$ cat config.mk
export PLATFORM = sky130hd
export DESIGN_NAME = sprite_compositor
export DESIGN_NICKNAME = d
export VERILOG_FILES = /design/src/rtl/sprite_compositor.sv
export SDC_FILE = /design/constraint.sdc
export NUM_CORES = 1
export LEC_CHECK = 0
export ABC_CLOCK_PERIOD_IN_PS = 2960
export CAP_MARGIN = 30
export CELL_PAD_IN_SITES_DETAIL_PLACEMENT = 1
export CELL_PAD_IN_SITES_GLOBAL_PLACEMENT = 1
export CORE_MARGIN = 1.5
export CORE_UTILIZATION = 28
export DETAILED_ROUTE_END_ITERATION = 16
export PLACE_DENSITY = 0.66
export SETUP_SLACK_MARGIN = 0.5
export SLEW_MARGIN = 20
export SYNTH_ARGS = -nofsm -noshare
export SYNTH_HDL_FRONTEND = slang
export SYNTH_SLANG_ARGS = --single-unit
$ cat constraint.sdc
create_clock -name clk -period 2.96 [get_ports clk]
set_clock_uncertainty 0.1 [all_clocks]
set_input_delay 0.888 -clock clk [delete_from_list [all_inputs] [get_ports clk]]
set_output_delay 0.888 -clock clk [all_outputs]
set_load 0.02 [all_outputs]
$ cat src/rtl/sprite_compositor.sv
// Multi-sprite overlay: keyed, index-priority sprites composited over a background pixel stream.
// Optional per-slot collision flags are built when SPRITE_COLLISION_EN is defined.
module sprite_compositor #(
  parameter int          N_SPR    = 4,
  parameter int          W        = 32,
  parameter int          H        = 32,
  parameter int          ROM_LAT  = 1,
  parameter logic [11:0] KEY      = 12'hFFF,
  parameter logic [9:0]  V_COMMIT = 10'd480
) (
  input  logic                        clk,
  input  logic                        rst,
  input  logic                        bright,
  input  logic [9:0]                  hCount,
  input  logic [9:0]                  vCount,
  input  logic [11:0]                 background,
  input  logic                        wr_en,
  input  logic [2:0]                  wr_sel,
  input  logic [9:0]                  wr_x,
  input  logic [9:0]                  wr_y,
  input  logic                        wr_vis,
  output logic [N_SPR*$clog2(H)-1:0]  rom_row,
  output logic [N_SPR*$clog2(W)-1:0]  rom_col,
  input  logic [N_SPR*12-1:0]         rom_data,
  output logic [11:0]                 rgb,
  output logic                        frame_commit,
  output logic [N_SPR-1:0]            coll_flags
);
  localparam int RW    = $clog2(H);
  localparam int CW    = $clog2(W);
  localparam int DEPTH = ROM_LAT + 1;

  logic             w_commit;
  logic [N_SPR-1:0] w_hit;

  assign w_commit = (vCount == V_COMMIT) && (hCount == 10'd0);

  for (genvar gi = 0; gi < N_SPR; gi++) begin : g_slot
    logic [9:0]    r_sh_x, r_sh_y, r_x, r_y;
    logic          r_sh_vis, r_vis;
    logic [RW-1:0] r_row;
    logic [CW-1:0] r_col;
    logic          w_in_x, w_in_y;

    // Shadow takes host writes; active reloads only at the frame boundary.
    always_ff @(posedge clk or negedge rst) begin
      if (!rst) begin
        r_sh_x   <= '0;
        r_sh_y   <= '0;
        r_sh_vis <= 1'b0;
        r_x      <= '0;
        r_y      <= '0;
        r_vis    <= 1'b0;
      end else begin
        if (wr_en && (wr_sel == 3'(gi))) begin
          r_sh_x   <= wr_x;
          r_sh_y   <= wr_y;
          r_sh_vis <= wr_vis;
        end
        if (w_commit) begin
          r_x   <= r_sh_x;
          r_y   <= r_sh_y;
          r_vis <= r_sh_vis;
        end
      end
    end

    // 11-bit bounds so a sprite near the right/bottom edge clips instead of wrapping.
    assign w_in_x = ({1'b0, hCount} >= {1'b0, r_x}) &&
                    ({1'b0, hCount} <  ({1'b0, r_x} + 11'(W)));
    assign w_in_y = ({1'b0, vCount} >= {1'b0, r_y}) &&
                    ({1'b0, vCount} <  ({1'b0, r_y} + 11'(H)));
    assign w_hit[gi] = r_vis && bright && w_in_x && w_in_y;

    always_ff @(posedge clk or negedge rst) begin
      if (!rst) begin
        r_row <= '0;
        r_col <= '0;
      end else begin
        r_row <= vCount[RW-1:0] - r_y[RW-1:0];
        r_col <= hCount[CW-1:0] - r_x[CW-1:0];
      end
    end

    assign rom_row[gi*RW +: RW] = r_row;
    assign rom_col[gi*CW +: CW] = r_col;
  end

  logic [N_SPR-1:0] r_hit_d [DEPTH];
  logic [11:0]      r_bg_d  [DEPTH];
  logic [DEPTH-1:0] r_bright_d;

  always_ff @(posedge clk or negedge rst) begin
    if (!rst) begin
      for (int i = 0; i < DEPTH; i++) begin
        r_hit_d[i] <= '0;
        r_bg_d[i]  <= '0;
      end
      r_bright_d <= '0;
    end else begin
      r_hit_d[0]    <= w_hit;
      r_bg_d[0]     <= background;
      r_bright_d[0] <= bright;
      for (int i = 1; i < DEPTH; i++) begin
        r_hit_d[i]    <= r_hit_d[i-1];
        r_bg_d[i]     <= r_bg_d[i-1];
        r_bright_d[i] <= r_bright_d[i-1];
      end
    end
  end

  logic [N_SPR-1:0] w_opaque;
  logic [11:0]      w_pix;

  // Walk from the highest slot down so the lowest opaque index wins.
  always_comb begin
    w_opaque = '0;
    for (int i = 0; i < N_SPR; i++) begin
      w_opaque[i] = r_hit_d[DEPTH-1][i] && (rom_data[i*12 +: 12] != KEY);
    end
    w_pix = r_bg_d[DEPTH-1];
    for (int i = N_SPR - 1; i >= 0; i--) begin
      if (w_opaque[i]) w_pix = rom_data[i*12 +: 12];
    end
    if (!r_bright_d[DEPTH-1]) w_pix = '0;
  end

  always_ff @(posedge clk or negedge rst) begin
    if (!rst) begin
      rgb          <= '0;
      frame_commit <= 1'b0;
    end else begin
      rgb          <= w_pix;
      frame_commit <= w_commit;
    end
  end

`ifdef SPRITE_COLLISION_EN
  logic [N_SPR-1:0] r_acc;
  logic [N_SPR-1:0] w_multi;

  assign w_multi = ((w_opaque & (w_opaque - N_SPR'(1))) != '0) ? w_opaque : '0;

  always_ff @(posedge clk or negedge rst) begin
    if (!rst) begin
      r_acc      <= '0;
      coll_flags <= '0;
    end else if (w_commit) begin
      coll_flags <= r_acc;
      r_acc      <= w_multi;
    end else begin
      r_acc <= r_acc | w_multi;
    end
  end
`else
  assign coll_flags = '0;
`endif

endmodule

==> results of run 1 <==
[metal layers]
| layer | routed length (µm) | global-route usage | up-vias |
|---|---|---|---|
| met5 | 0 | 0 | - |
| met2 | 19910 | 0.2882 | 202 |
| met3 | 1759 | 0.02277 | 68 |
| li1 | - | - | 4822 |
| met1 | 17510 | 0.2096 | 5169 |
| met4 | 1170 | 0.05556 | 0 |
[layout by cell type, fill, tap and decap left out, drive strengths merged, types with 22 or more instances in the layout]
cell,netlist,final
buf,28,146
xnor2,38,38
nand4,22,22
ha,128,128
clkdlybuf4s50,0,97
o21ai,99,99
mux2,96,96
nand3,34,34
nand2,107,107
clkbuf,7,43
dlygate4sd2,0,57
dfrtp,255,255
inv,113,114
nor2,25,25
a21oi,35,35
[power by group]
group / internal (W) / total, W / switching (W)
combinational: 0.000603 / 0.00114 / 0.000539
sequential: 0.00381 / 0.00398 / 0.000169
clock: 0.00213 / 0.00365 / 0.00152
total: 0.00654 / 0.00877 / 0.00223
[critical path, stage by stage]
cell             delay, ps
clkdlybuf4s50_1        400
buf_4                  180
buf_4                  170
ha_1                   210
a2111oi_0              540
buf_4                  200
a22oi_1                 80
o311a_1                120
[synthesized netlist by cell type (12+ instances only)]
cell	number
mux2_2	96
nor2_1	25
a21oi_1	35
nand3_1	34
ha_1	128
nand2b_1	21
nand4_1	20
nor2b_1	12
inv_1	113
nand2_1	107
a21o_1	19
o21ai_0	99
xnor2_1	38
buf_2	22
dfrtp_1	255
[registers in the layout, summed over array words and instances, names as in the netlist, 2 cells and up]
name / count
g_slot.r_vis: 4
g_slot.r_sh_x: 40
r_bright_d: 2
g_slot.r_y: 40
g_slot.r_sh_vis: 4
g_slot.r_sh_y: 40
g_slot.r_col: 20
rgb: 12
g_slot.r_x: 40
r_bg_d: 24
g_slot.r_row: 20
r_hit_d: 8
[worst max-delay path by stage]
stage | start | endpoint | slack, ps | depth (start not counted)
after global placement | vCount[0] | r_hit_d[5]$_DFF_PN0_ | -330 | 10
after CTS | vCount[2] | r_hit_d[4]$_DFF_PN0_ | 460 | 9
final | hCount[9] | r_hit_d[5]$_DFF_PN0_ | 510 | 8
after detailed placement | vCount[0] | r_hit_d[4]$_DFF_PN0_ | -380 | 10
after floorplan | hCount[0] | r_hit_d[5]$_DFF_PN0_ | 500 | 9
after global routing | vCount[7] | g_slot[3].r_y[5]$_DFFE_PN0P_ | 470 | 10
[final cells by class]
type,instances,area (µm²),area share
clock inverters,10,95.09,0.005279
diodes,1,2.502,0.0001389
inverters,113,426.7,0.02369
clock buffers,41,870.8,0.04835
repair buffers,309,3052,0.1694
multi-input cells,792,6425,0.3567
well taps,607,759.5,0.04216
flip-flops and latches,255,6381,0.3543
[what timing repair did]
item | in CTS | in global routing
setup buffers | 4 | 4
pin swaps | 12 | 12
gates resized for setup | 88 | 37
cloned | 2 | 2
setup endpoints to repair | 119 | 70
[logic make-up (layout without fill, tap and decap cells)]
family / after synthesis / in the layout / synth area share
AND/OR/NAND/NOR: 259 / 259 / 0.09758
buffers and inverters: 148 / 473 / 0.04546
multiplexers: 104 / 104 / 0.08826
flip-flops: 255 / 255 / 0.4851
adder cells (fa/ha/maj): 136 / 136 / 0.1339
XOR/XNOR: 43 / 43 / 0.02863
other: 1 / 5 / 0.0002851
AO/OA/AOI/OAI: 246 / 246 / 0.1208
[per-stage QoR]
stage	worst slack (ps)	total power, W	hold WS (ps)
3_5_place_dp	-377.0	0.005194	235.6
6_report	509.3	0.008767	118.2
5_1_grt	465.3	0.009128	125.2
2_1_floorplan	498.2	0.004497	231.2
4_1_cts	462.6	0.008867	116.8
3_3_place_gp	-328.9	0.005141	231.9
==> metrics.md, run 1 <==
| Metric | Value |
|---|---|
| CP Data Required Time | `3310 ps` |
| Final Cell Area | `18010 µm²` |
| Slew headroom | `0.6228` |
| GRT Overall Usage | `0.1654` |
| Vias in the first global route | `11280` |
| Crit-path max FO | `6` |
| CP arrival | `2800 ps` |
| Port Buf Inserts | `160` |
| RSZ-0062 raised after global routing | `yes` |
| # hold bufs at CTS | `0` |
| Fin Setup TNS | `0 ps` |
| Grt ovf | `0` |
| Asr flop ratio synth | `1.000` |
| Drt via density | `4.822` |
| Worst-margin pin slew | `551.5 ps` |
| Top cell type's share of synthesized area | `0.4851` |
| P per Cell Area | `486.7 nW/µm²` |
| Hold Crit Class | `input port to async pin` |
| Worst r2r dst | `r_hit_d[6]$_DFF_PN0_` |
| Mapped Avg Cell Area | `11.04 µm²` |
| Die width | `219.8 µm` |
| TritonCTS Buffers | `29` |
| Startpoint types | `input port` |
| Fmax achieved | `408.0 MHz` |
| Placeable core area | `46460 µm²` |
| Count of cell types in the netlist | `57` |
| Placed cell areas | `16650 µm²` |
| Ratio of cells with drive above 1 in the final layout | `0.2237` |
| Clk_lat worst skew | `560 ps` |
| Largest net degree at the start of global routing | `61` |
| CTS tree | `yes` |
| Io pins | `165` |
| Net count, final | `1744` |
| Clock Sink Count | `255` |
| Starting density of the core | `0.2832` |
| Initial antenna violation count | `0` |
| Top_reg_cell synth | `dfrtp_1` |
| Final cell count without fillers | `2128` |
| Placed insts | `2064` |
| Fillers | `5115` |
| Syn Inst Count | `1192` |
| Clock tree buffer depth | `3` |
| Number of synthesized flops with an enable pin | `0` |
| Die height | `219.8 µm` |
| Yosys reg bits | `255` |
| Synth area leader | `dfrtp_1` |
| CTS clk-pin slew, worst paths | `60 ps` |
| Die area | `48290 µm²` |
| Register-to-Register Path Depth | `8` |
| Antenna Violating Nets Remaining | `0` |
| Final setup violation count | `0` |
| Status | `finished, final reports clean` |
| Critical Path Sink Type | `register` |
| Via Count | `10260` |
| Area grow syn2layout | `36.92%` |
| Leakage | `8.499 nW` |
| Initial DRC Count | `464` |
| Seq/Total Area, Yosys | `0.4851` |
| Drt drc | `0` |
| Post-DP HPWL | `30200 µm` |
| Setup slack, reg-to-reg | `710 ps` |
| Global-route wire length before repair | `61960 µm` |
| Final Hold Fails | `0` |
| Max Cap Viol | `0` |
| Maximum VDD drop | `0.3499 mV` |
| Final period util | `0.8279` |
| Routed len/inst | `18.96 µm` |
| WS Path Type | `input port to register` |
| Max-slew violations | `0` |
| H-tree depth | `1` |
| RR Startpoint | `g_slot[2].r_x[5]$_DFFE_PN0P_` |
| First-pass iteration count of the detailed router | `4` |
| Final GP Congestion | `0.8453` |
| Post-Route WL | `40350 µm` |
| Final core occ | `0.3877` |
| Site Rows | `79` |
| Synthesized area | `13160 µm²` |
| Root buf cell | `clkbuf_16` |
| Ys Warns | `0` |
| Min Tclk post-route | `2451 ps` |
| Synth area leaders | `dfrtp_1 49%, ha_1 12%, mux2_2 8.2%` |
Power figures use the tool's default switching activity.
==> inputs of run 2 (changes only) <==
--- a/config.mk
+++ b/config.mk
@@ -5,14 +5,14 @@
 export SDC_FILE = /design/constraint.sdc
 export NUM_CORES = 1
 export LEC_CHECK = 0
-export ABC_CLOCK_PERIOD_IN_PS = 2960
+export ABC_CLOCK_PERIOD_IN_PS = 2050
 export CAP_MARGIN = 30
 export CELL_PAD_IN_SITES_DETAIL_PLACEMENT = 1
 export CELL_PAD_IN_SITES_GLOBAL_PLACEMENT = 1
 export CORE_MARGIN = 1.5
 export CORE_UTILIZATION = 28
 export DETAILED_ROUTE_END_ITERATION = 16
-export PLACE_DENSITY = 0.66
+export PLACE_DENSITY = 0.68
 export SETUP_SLACK_MARGIN = 0.5
 export SLEW_MARGIN = 20
 export SYNTH_ARGS = -nofsm -noshare
==> constraint.sdc (replaced) <==
create_clock -name clk -period 2.05 [get_ports clk]
set_clock_uncertainty 0.1 [all_clocks]
set_input_delay 0.615 -clock clk [delete_from_list [all_inputs] [get_ports clk]]
set_output_delay 0.615 -clock clk [all_outputs]
set_load 0.02 [all_outputs]
==> metrics.md, run 2 (same netlist as run 1, synthesis figures left out) <==
| Metric | Value |
|---|---|
| Commonest non-fill, non-tap cell in the layout | `dfrtp_1` |
| Vias in the first global route | `12100` |
| Violated checks | `setup timing` |
| Initial DRC Count | `510` |
| Worst r2r dst | `r_hit_d[6]$_DFF_PN0_` |
| Final period util | `1.132` |
| Fmax achieved | `430.8 MHz` |
| Max Cap Viol | `0` |
| Routed len/inst | `19.55 µm` |
| Fin Hold WS | `242.9 ps` |
| Final core occ | `0.4316` |
| Clk network pwr share | `0.431` |
| Worst hold stages | `0` |
| Crit-path max FO | `3` |
| Internal power | `0.01016 W` |
| Final Cell Area | `20050 µm²` |
| Net count, final | `1864` |
| Most frequent cells in the layout | `252 x dfrtp_1, 211 x buf_4, 108 x ha_1, 106 x inv_1, 106 x nand2_1` |
| CP arrival | `2680 ps` |
| Largest net degree at the start of global routing | `51` |
| CTS tree | `yes` |
| Clock Sink Count | `255` |
| First-pass iteration count of the detailed router | `4` |
| Combinational share of power | `0.147` |
| Setup WS post-layout | `-271.2 ps` |
| Fillers | `5033` |
| Clock tree buffer depth | `3` |
| Initial antenna violation count | `2` |
| WS Path Type | `register to register` |
| Status | `finished, violations left` |
| Die area | `48290 µm²` |
| Post-DP HPWL | `31950 µm` |
| Port Buf Inserts | `160` |
| Net Switching | `0.003553 W` |
| Max-slew violations | `0` |
| Sw frac | `0.2591` |
| Drt drc | `0` |
| Via Count | `10790` |
| Maximum VDD drop | `0.4348 mV` |
| Io pins | `165` |
| Register-to-Register Path Depth | `9` |
| Clk_lat worst skew | `540 ps` |
| Grt ovf | `0` |
| Starting density of the core | `0.2832` |
| P per Cell Area | `683.9 nW/µm²` |
| Leakage | `9.841 nW` |
| Post-Route WL | `44040 µm` |
| CTS clk-pin slew, worst paths | `60 ps` |
| Placed cell areas | `17910 µm²` |
| Antenna Violating Nets Remaining | `0` |
| RSZ-0062 raised after global routing | `yes` |
| Setup slack, reg-to-reg | `-270 ps` |
| Min Tclk post-route | `2321 ps` |
| GRT Overall Usage | `0.1810` |
| Worst min-delay path startpoint | `r_bg_d[19]$_DFF_PN0_` |
| Startpoint types | `register` |
| CP Data Required Time | `2410 ps` |
| RR Startpoint | `g_slot[2].r_y[5]$_DFFE_PN0P_` |
| Drt via density | `4.793` |
| Critical Path Sink Type | `register` |
| Die height | `219.8 µm` |
| Final Hold Fails | `0` |
| Hold Crit Class | `register to register` |
| Final setup violation count | `2` |
| Fin Setup TNS | `-324.5 ps` |
| H-tree depth | `2` |
| Sequential group share of total power | `0.423` |
| Root buf cell | `clkbuf_16` |
| Placeable core area | `46460 µm²` |
| TritonCTS Buffers | `34` |
| Area grow syn2layout | `52.43%` |
| Final GP Congestion | `0.8789` |
| Die width | `219.8 µm` |
| Ratio of cells with drive above 1 in the final layout | `0.3680` |
| Worst Hold Path EP | `r_bg_d[7]$_DFF_PN0_` |
| Global-route wire length before repair | `67040 µm` |
| Site Rows | `79` |
-- run 2: worst max-delay path, cell delays in order, from the launching register on --
cell	delay, ps
dfrtp_1	400
and3_4	200
xnor2_2	130
ha_1	290
a21o_1	160
a21o_1	180
a221oi_4	320
o31ai_2	110
buf_4	150
nor4b_4	190
-- run 2: cell type report --
type	count	area, µm²	area share
multi-input combinational	792	7236	0.3609
clock inverter	14	137.6	0.006864
clock buffer	46	977.2	0.04873
antenna	1	2.502	0.0001248
inverter	113	445.4	0.02221
tap	607	759.5	0.03788
timing repair buffer	424	4109	0.2049
sequential	255	6385	0.3184
-- run 2: power groups by stage --
stage	registers (W)	logic, W	clock network, W
after floorplan	0.00584	0.000844	0
after global placement	0.00583	0.00190	0
after detailed placement	0.00585	0.00195	0
after CTS	0.00578	0.00201	0.00606
after global routing	0.00585	0.00216	0.00622
final	0.00579	0.00201	0.00591
-- run 2: what timing repair did --
item	4_1_cts	5_1_grt
pin swaps	34	50
hold buffers	1	0
setup buffers	9	17
cloned	2	2
endpoints found under the hold margin	40	0
resized for setup	220	300
setup endpoints to repair	270	255
-- run 2: per-stage QoR --
stage / instances / total power [W] / setup WS [ps]
global placement: 2160 / 0.007723 / -1078
finish: 2252 / 0.01371 / -271.2
floorplan: 1195 / 0.006687 / -7.286
detailed placement: 2160 / 0.007795 / -1121
global route: 2252 / 0.01424 / -352.0
CTS: 2232 / 0.01385 / -275.0
-- run 2: worst max-delay path by stage --
stage / start / end / slack (ps) / cells past startpoint
2_1_floorplan: hCount[0] / r_hit_d[7]$_DFF_PN0_ / -7 / 9
3_3_place_gp: vCount[0] / r_hit_d[4]$_DFF_PN0_ / -1080 / 10
3_5_place_dp: vCount[0] / r_hit_d[4]$_DFF_PN0_ / -1120 / 10
4_1_cts: g_slot[2].r_y[5]$_DFFE_PN0P_ / r_hit_d[6]$_DFF_PN0_ / -270 / 9
5_1_grt: g_slot[2].r_y[5]$_DFFE_PN0P_ / r_hit_d[6]$_DFF_PN0_ / -350 / 9
6_report: g_slot[2].r_y[5]$_DFFE_PN0P_ / r_hit_d[6]$_DFF_PN0_ / -270 / 9
-- run 2: layer usage --
| metal | global-route usage | wire (µm) | share of wire | up-vias |
|---|---|---|---|---|
| met4 | 0.07234 | 1518 | 0.034 | 0 |
| met1 | 0.2203 | 18640 | 0.42 | 5407 |
| met3 | 0.03064 | 1925 | 0.044 | 79 |
| li1 | - | - | - | 5068 |
| met5 | 0 | 0 | 0 | - |
| met2 | 0.3165 | 21950 | 0.50 | 240 |
